$ cat src/rtl/usbfs_link_ctrl.sv
// USB FS link controller: attach sequencing, bus reset / suspend / resume detection
// and gating of packet-layer responses into the transceiver turnaround window.

module usbfs_link_ctrl #(
   parameter int CONNECT_CYCLES   = 60000,
   parameter int RESET_SE0_CYCLES = 150,
   parameter int SUSPEND_CYCLES   = 180000,
   parameter int RESUME_K_CYCLES  = 4,
   parameter int TX_WINDOW        = 3
) (
   input  logic       clk,
   input  logic       rst,
   input  logic       connect_req,
   input  logic       usb_dp_rx,
   input  logic       usb_dn_rx,
   input  logic       xcvr_oe,
   input  logic       xcvr_rx_fin,
   input  logic       resp_valid,
   output logic       usb_pullup,
   output logic       xcvr_rstn,
   output logic       xcvr_tx_sta,
   output logic       resp_drop,
   output logic       bus_reset,
   output logic       suspended,
   output logic       resume_pulse,
   output logic [2:0] link_state
);

   localparam int CONN_W      = $clog2(CONNECT_CYCLES + 1);
   localparam int SE0_W       = $clog2(RESET_SE0_CYCLES + 1);
   localparam int IDLE_W      = $clog2(SUSPEND_CYCLES + 1);
   localparam int K_W         = $clog2(RESUME_K_CYCLES + 1);
   localparam int WIN_W       = $clog2(TX_WINDOW + 1);
   localparam int LATE_CYCLES = 8;
   localparam int LATE_W      = $clog2(LATE_CYCLES);

   typedef enum logic [2:0] {
      DISCONN   = 3'd0,
      CONN_WAIT = 3'd1,
      ACTIVE    = 3'd2,
      BUSRST    = 3'd3,
      SUSPEND   = 3'd4,
      RESUME    = 3'd5
   } state_t;

   state_t              state_q, state_d;
   logic                dp_meta_q, dp_meta_d, dp_sync_q, dp_sync_d;
   logic                dn_meta_q, dn_meta_d, dn_sync_q, dn_sync_d;
   logic [CONN_W-1:0]   conn_cnt_q, conn_cnt_d;
   logic [SE0_W-1:0]    se0_cnt_q, se0_cnt_d;
   logic [IDLE_W-1:0]   idle_cnt_q, idle_cnt_d;
   logic [K_W-1:0]      k_cnt_q, k_cnt_d;
   logic                se0_seen_q, se0_seen_d;
   logic                win_open_q, win_open_d;
   logic [WIN_W-1:0]    win_cnt_q, win_cnt_d;
   logic                late_open_q, late_open_d;
   logic [LATE_W-1:0]   late_cnt_q, late_cnt_d;
   logic                resp_prev_q, resp_prev_d;

   logic                line_j, line_k, line_se0, se0_hit, resp_rise, win_live;
   logic [WIN_W-1:0]    win_pos;

   always_ff @(posedge clk) begin
      if (rst) begin
         state_q     <= DISCONN;
         dp_meta_q   <= 1'b0;
         dp_sync_q   <= 1'b0;
         dn_meta_q   <= 1'b0;
         dn_sync_q   <= 1'b0;
         conn_cnt_q  <= '0;
         se0_cnt_q   <= '0;
         idle_cnt_q  <= '0;
         k_cnt_q     <= '0;
         se0_seen_q  <= 1'b0;
         win_open_q  <= 1'b0;
         win_cnt_q   <= '0;
         late_open_q <= 1'b0;
         late_cnt_q  <= '0;
         resp_prev_q <= 1'b0;
      end else begin
         state_q     <= state_d;
         dp_meta_q   <= dp_meta_d;
         dp_sync_q   <= dp_sync_d;
         dn_meta_q   <= dn_meta_d;
         dn_sync_q   <= dn_sync_d;
         conn_cnt_q  <= conn_cnt_d;
         se0_cnt_q   <= se0_cnt_d;
         idle_cnt_q  <= idle_cnt_d;
         k_cnt_q     <= k_cnt_d;
         se0_seen_q  <= se0_seen_d;
         win_open_q  <= win_open_d;
         win_cnt_q   <= win_cnt_d;
         late_open_q <= late_open_d;
         late_cnt_q  <= late_cnt_d;
         resp_prev_q <= resp_prev_d;
      end
   end

   // Line decode uses only the second synchronizer stage; SE1 feeds no counter.
   always_comb begin
      dp_meta_d   = usb_dp_rx;
      dp_sync_d   = dp_meta_q;
      dn_meta_d   = usb_dn_rx;
      dn_sync_d   = dn_meta_q;
      resp_prev_d = resp_valid;
      line_j      = dp_sync_q & ~dn_sync_q;
      line_k      = ~dp_sync_q & dn_sync_q;
      line_se0    = ~dp_sync_q & ~dn_sync_q;
      se0_hit     = line_se0 && (se0_cnt_q >= SE0_W'(RESET_SE0_CYCLES - 1));
   end

   always_comb begin
      se0_cnt_d = '0;
      if (line_se0) begin
         se0_cnt_d = (se0_cnt_q == SE0_W'(RESET_SE0_CYCLES)) ? se0_cnt_q : se0_cnt_q + SE0_W'(1);
      end
      idle_cnt_d = '0;
      if (line_j && !xcvr_oe) begin
         idle_cnt_d = (idle_cnt_q == IDLE_W'(SUSPEND_CYCLES)) ? idle_cnt_q : idle_cnt_q + IDLE_W'(1);
      end
      k_cnt_d = '0;
      if (line_k) begin
         k_cnt_d = (k_cnt_q == K_W'(RESUME_K_CYCLES)) ? k_cnt_q : k_cnt_q + K_W'(1);
      end

      state_d      = state_q;
      conn_cnt_d   = '0;
      se0_seen_d   = 1'b0;
      usb_pullup   = 1'b1;
      xcvr_rstn    = 1'b0;
      bus_reset    = 1'b0;
      suspended    = 1'b0;
      resume_pulse = 1'b0;

      case (state_q)
         DISCONN: begin
            usb_pullup = 1'b0;
            if (connect_req) state_d = CONN_WAIT;
         end
         CONN_WAIT: begin
            if (conn_cnt_q == CONN_W'(CONNECT_CYCLES - 1)) state_d = ACTIVE;
            else conn_cnt_d = conn_cnt_q + CONN_W'(1);
         end
         ACTIVE: begin
            xcvr_rstn = 1'b1;
            if (line_j && !xcvr_oe && (idle_cnt_q >= IDLE_W'(SUSPEND_CYCLES - 1))) state_d = SUSPEND;
         end
         BUSRST: begin
            bus_reset = 1'b1;
            if (!line_se0) begin
               state_d    = ACTIVE;
               idle_cnt_d = '0;
               k_cnt_d    = '0;
            end
         end
         SUSPEND: begin
            suspended = 1'b1;
            if (line_k && (k_cnt_q >= K_W'(RESUME_K_CYCLES - 1))) state_d = RESUME;
         end
         RESUME: begin
            suspended  = 1'b1;
            se0_seen_d = se0_seen_q | line_se0;
            if (line_j && se0_seen_q) begin
               state_d      = ACTIVE;
               resume_pulse = 1'b1;
            end
         end
         default: state_d = DISCONN;
      endcase

      // Detach wins over everything; a long SE0 wins over any in-state transition.
      if (!connect_req) begin
         state_d      = DISCONN;
         resume_pulse = 1'b0;
      end else if (se0_hit && (state_q == ACTIVE || state_q == SUSPEND || state_q == RESUME)) begin
         state_d      = BUSRST;
         resume_pulse = 1'b0;
      end
   end

   // Turnaround window (offsets 0..TX_WINDOW) then an 8-cycle late window for drop reporting.
   always_comb begin
      win_open_d  = 1'b0;
      win_cnt_d   = '0;
      late_open_d = 1'b0;
      late_cnt_d  = '0;
      xcvr_tx_sta = 1'b0;
      resp_drop   = 1'b0;
      resp_rise   = resp_valid & ~resp_prev_q;
      win_live    = xcvr_rx_fin | win_open_q;
      win_pos     = xcvr_rx_fin ? '0 : win_cnt_q;
      if (state_q == ACTIVE) begin
         if (win_live) begin
            if (resp_valid && !xcvr_oe) begin
               xcvr_tx_sta = 1'b1;
            end else if (win_pos == WIN_W'(TX_WINDOW)) begin
               late_open_d = 1'b1;
            end else begin
               win_open_d = 1'b1;
               win_cnt_d  = win_pos + WIN_W'(1);
            end
         end else if (late_open_q) begin
            if (resp_rise) begin
               resp_drop = 1'b1;
            end else if (late_cnt_q != LATE_W'(LATE_CYCLES - 1)) begin
               late_open_d = 1'b1;
               late_cnt_d  = late_cnt_q + LATE_W'(1);
            end
         end
      end
   end

   assign link_state = state_q;

endmodule

$ cat config.mk
export PLATFORM = sky130hd
export DESIGN_NAME = usbfs_link_ctrl
export DESIGN_NICKNAME = d
export VERILOG_FILES = /design/src/rtl/usbfs_link_ctrl.sv
export SDC_FILE = /design/constraint.sdc
export NUM_CORES = 1
export LEC_CHECK = 0
export BUFFER_PORTS_ARGS = -buffer_cell sky130_fd_sc_hd__buf_2
export CAP_MARGIN = 10
export CORE_MARGIN = 2
export CORE_UTILIZATION = 60
export CTS_CLUSTER_SIZE = 12
export DETAILED_ROUTE_END_ITERATION = 16
export PLACE_DENSITY_LB_ADDON = 0.12
export SLEW_MARGIN = 20
export SYNTH_ARGS = -nofsm -noshare
export SYNTH_HDL_FRONTEND = slang
export SYNTH_SLANG_ARGS = --single-unit
$ cat constraint.sdc
create_clock -name clk -period 2.5 [get_ports clk]
set_input_delay 0.375 -clock clk [delete_from_list [all_inputs] [get_ports clk]]
set_output_delay 0.375 -clock clk [all_outputs]
set_load 0.01 [all_outputs]
---- Word level (Yosys, flattened, before mapping) ----
Cells that the tools add are included.
storage, ports and cells
  flip-flop bits (word level) ............. 61
  bits of input ports ..................... 8
  output and inout bits ................... 10
  word-level logic and storage cells ...... 124
cells by class
  $add $sub $neg .......................... 6
  order comparisons ....................... 3
  eq/ne operators ......................... 21
  mux-type cells .......................... 38
  bitwise gates (word level) .............. 17
  reductions and logical operators ........ 23
operators with widths
  kind                     number
  $mux W18                 4
  $mux W3                  9
  $mux W1                  22
  $add A18 B1 Y18 const B  1
  $eq A18 B18 Y1 const B   1
  $ge A18 B18 Y1 const B   1
  $pmux W3 S6              1
  $add A16 B1 Y16 const B  1
  $eq A16 B16 Y1 const B   1
  $not A1 Y1               11
  $ne A2 B2 Y1 const B     5
  $reduce_and A5 Y1        2
  $reduce_or A2 Y1         5
  $eq A3 B3 Y1 const B     3
  $ne A3 B2 Y1 const B     3
  $ne A3 B3 Y1 const B     3
  $add A8 B1 Y8 const B    1
  $eq A8 B8 Y1 const B     1
  $ge A8 B8 Y1 const B     1
  $logic_and A1 B1 Y1      7
  $add A3 B1 Y3 const B    2
  $eq A3 B2 Y1 const B     2
  $reduce_or A3 Y1         2
  $reduce_or A6 Y1         1
  12 further kinds         18

---- Logic depth before layout (Yosys ltp) ----
  depth after elaboration ................. 7
  mapped depth ............................ 8

---- Worst setup path before layout ----
No wires, ideal clock.
  path type ............................... register -> register
  from .................................... reg idle_cnt_q[0]
  to ...................................... reg state_q[2] (netlist: link_state[2])
  arrival time ............................ 1.842 ns
  data required time ...................... 2.378 ns
  path slack .............................. 0.536 ns
  stages on the path, launching flop included .. 8
  clock period less this slack ............ 1.964 ns
  path through ............................ dfxtp_1 ha_1 and3_1 buf_6 a2111o_1 a31o_1 a221o_1 nor4bb_1
on the way
  word-level cells in the longest chain between the ends .. 4
ends and longest elaborated chain
  item                         RTL line  text
  start, declared              51        logic [IDLE_W-1:0] idle_cnt_q, idle_cnt_d;
  start signal, assigned       88        idle_cnt_q <= idle_cnt_d;
  $ge A18 B18 Y1               146       if (line_j && !xcvr_oe && (idle_cnt_q >= IDLE_W'(SUSPEND_CYCLES - 1))) state_d = SUSPEND;
  $logic_and A1 B1 Y1          146
  $ne A2 B2 Y1 (no line)       -
  $reduce_and A5 Y1 (no line)  -
  end signal, assigned         81        state_q <= state_d;
  end, declared                46        state_t state_q, state_d;
Every way passes these cells.
A chain may end at the register's enable or synchronous reset.

---- Final worst setup path ----
  from .................................... reg state_q[1] (netlist: link_state[1])
  to ...................................... out resp_drop
on the way
  word-level cells in the longest chain between the ends .. 2
ends and longest elaborated chain
  item           RTL line  text
  $eq A3 B2 Y1   192       if (state_q == ACTIVE) begin
  $mux W1        192
  end, declared  22        output logic resp_drop,
Every way passes these cells.

==> flow_summary.ini <==
[sta]
grt_setup_unrepaired = false
setup_slack_ns = 0.366
slew_headroom = 0.515
period_needed_ns = 2.13
slew_viol_final = 0
fmax_ghz = 0.469
period_share = 0.854
tns_ns = 0
hold_violations = 0
clock_skew_ns = 0.00747
setup_viol = 0
worst_pin_slew_ns = 0.720

[placed_design]
hpwl_um = 3570
placed_cell_area_sq_um = 2970
io_buffer_count = 17
finalWeightedCongestion = 0.789
dp_slack_ns = 0.490

[yosys]
syn-num-nets = 343
synth-edff-count = 0
synth.avg_cell_area_sq_um = 8.88
yosysTopAreaCell = dfxtp_1
synth_warnings = 0
yosysSeqAreaShare = 0.427
postSynth.asyncResetShare = 0
netlist_top_cells_area = dfxtp_1, nor2_1, xnor2_1
ys.flop_type = dfxtp_1
synthCells = 322
synth_top_area_frac = 0.427
ys_ff_latch = 61
ys_types = 49
synth_area_sq_um = 2860

[worst_setup_path]
worstSetupPathType = flop to output pin
arrival_ns = 1.76
endpoint_kind = output pin
cp_max_fo = 12
startpoint_type = flop
rrSetupSlack_ns = 0.46
critPathRequiredTime_ns = 2.12

[floorplanning]
dieArea_sq_um = 5330
io_pins = 18
die_h_um = 73.0
die_w_um = 73.0
rows = 25
core_sq_um = 4660
start_util = 0.613

[pwr]
power_w = 0.00212
p_leak_nw = 1.21
p_per_area_nw_per_um2 = 661
clkPwrFrac = 0.497
vdd_drop_max_uv = 562
combPwrFrac = 0.034
p_seq_frac = 0.469
switching_share = 0.198
internal_power_w = 0.00170
p_switching_w = 0.000420

[grt]
grt_overflow = 0
grt_max_degree = 19
grt_antenna_before_repair = 0
grt_usage = 0.206
grt_pass1_wl_um = 8590
grt_pass1_vias = 2041

[drt]
wire_per_inst_um = 12.8
dr.pass1.iters = 4
wl_um = 5110
ant_nets = 0
vias_per_cell = 5.39
vias = 2160
drtIter0Drc = 82
remaining_drc_errors = 0

[outcome]
outcome = complete, no violations

[layout]
fillers = 369
area_growth_pct = 12.3
layout-drive-gt1-share = 0.104
seqCellArea_sq_um = 1220
design_area_sq_um = 3210
multi_input_area_sq_um = 1530
fin_util = 0.689
final_nets = 363
diodes = 0

[clocking]
clk_latency_ns = 0.33
post_cts_buffers = 0
root_buffer = clkbuf_8
clock_path_buffers = 2
tritoncts = yes
cts_resized = 0
clock-sinks = 61
cts_inserted_buffers = 9
holdBufCountCts = 0
clk_pin_slew_ns = 0.06
htreeDepth = 3

[run]
drv_cap = 0

[hold_path]
hold_class = input port to flop
==> critical path: stages (launching register included) <==
cell and delay, ns:
dfxtp_1 0.52, nor3b_2 0.40, nand3_1 0.17, nor3b_1 0.19, buf_2 0.16
==> power groups by stage <==
stage               Combinational (W)  Sequential, W  Clock, W
floorplan                   0.0000540        0.00101         0
finish                      0.0000727       0.000995   0.00105
global route                0.0000824       0.000997   0.00112
CTS                         0.0000734       0.000995   0.00108
detailed placement          0.0000723        0.00102         0
global placement            0.0000709        0.00102         0
==> state kept, by name (all words and copies together), names as in the netlist <==
| signal | flops |
|---|---|
| idle_cnt_q | 18 |
| conn_cnt_q | 16 |
| se0_cnt_q | 8 |
| k_cnt_q | 3 |
| late_cnt_q | 3 |
| link_state | 3 |
| win_cnt_q | 2 |
| dn_meta_q | 1 |
| dn_sync_q | 1 |
| dp_meta_q | 1 |
| dp_sync_q | 1 |
| late_open_q | 1 |
| resp_prev_q | 1 |
| se0_seen_q | 1 |
| win_open_q | 1 |
==> cells by family after synthesis <==
| logic type | synth area share |
|---|---|
| AOI/OAI and AO/OA | 0.0683 |
| xor gates and xnor gates | 0.116 |
| adders and majority gates | 0.0569 |
| buffers and inverters | 0.0368 |
| DFF | 0.427 |
| muxes | 0.00700 |
| and+or+nand+nor | 0.288 |
==> area by class of cell <==
class / count / area share
Clock inverter: 4 / 0.0296
Sequential cell: 61 / 0.380
Clock buffer: 12 / 0.0452
Tap cell: 54 / 0.0210
Timing Repair Buffer: 18 / 0.0288
Multi-Input combinational cell: 237 / 0.477
Inverter: 15 / 0.0175
==> final timing paths <==
| kind | end | startpoint | cells past startpoint |
|---|---|---|---|
| setup / recovery | resp_drop | link_state[1] | 4 |
| hold / removal | dp_meta_q | usb_dp_rx | 2 |
| setup reg to reg | link_state[2] | idle_cnt_q[0] | 6 |
| hold reg to reg | late_cnt_q[0] | late_cnt_q[0] | 1 |
==> routing by layer <==
layer  share of wire  global-route usage  up-vias
met2            0.48               0.345       16
met1            0.48               0.248     1004
li1                -                   -     1133
met3           0.024              0.0552        7
met4           0.018              0.0864        0
met5               0                   0        -
==> cell usage in the layout (no fill, tap or decap), types with 2 or more instances in the layout <==
master	count
dfxtp_1	61
nor2_1	58
xnor2_1	20
xor2_1	18
nand3_1	17
buf_2	17
inv_1	15
nor2b_1	14
nand2_1	13
ha_1	13
clkbuf_8	10
nor3_1	8
nand4_1	8
a21oi_1	7
nand2b_1	6
and3_1	6
nor4_1	5
and2_1	4
or3_1	3
and4_1	3
bufinv_16	3
nor3b_1	2
nand4b_1	2
o21ai_0	2
a21o_1	2
mux2i_1	2
a2111o_1	2
a31oi_1	2
clkbuf_1	2
==> metrics by stage <==
step	std cells	hold WS, ns
2_1_floorplan	322	0.398
3_3_place_gp	385	0.414
3_5_place_dp	385	0.415
4_1_cts	401	0.255
5_1_grt	401	0.270
6_report	401	0.266
==> Yosys cell counts, types with 2 or more instances <==
cell type and instances:
nand2_1 13, mux2i_1 2, ha_1 13, buf_2 3, dfxtp_1 61, nor4_1 5
a31oi_1 2, nor3_1 8, nor2_1 58, a2111o_1 2, and4_1 3, nand4b_1 2
nand2b_1 6, clkbuf_1 4, o21ai_0 2, nand3_1 17, a21o_1 2, inv_1 15
and3_1 6, nand4_1 8, nor2b_1 14, and2_1 4, nor3b_1 2, a21oi_1 7
xnor2_1 20, or3_1 3, xor2_1 18
No activity file was read; power rests on OpenSTA's default activity.
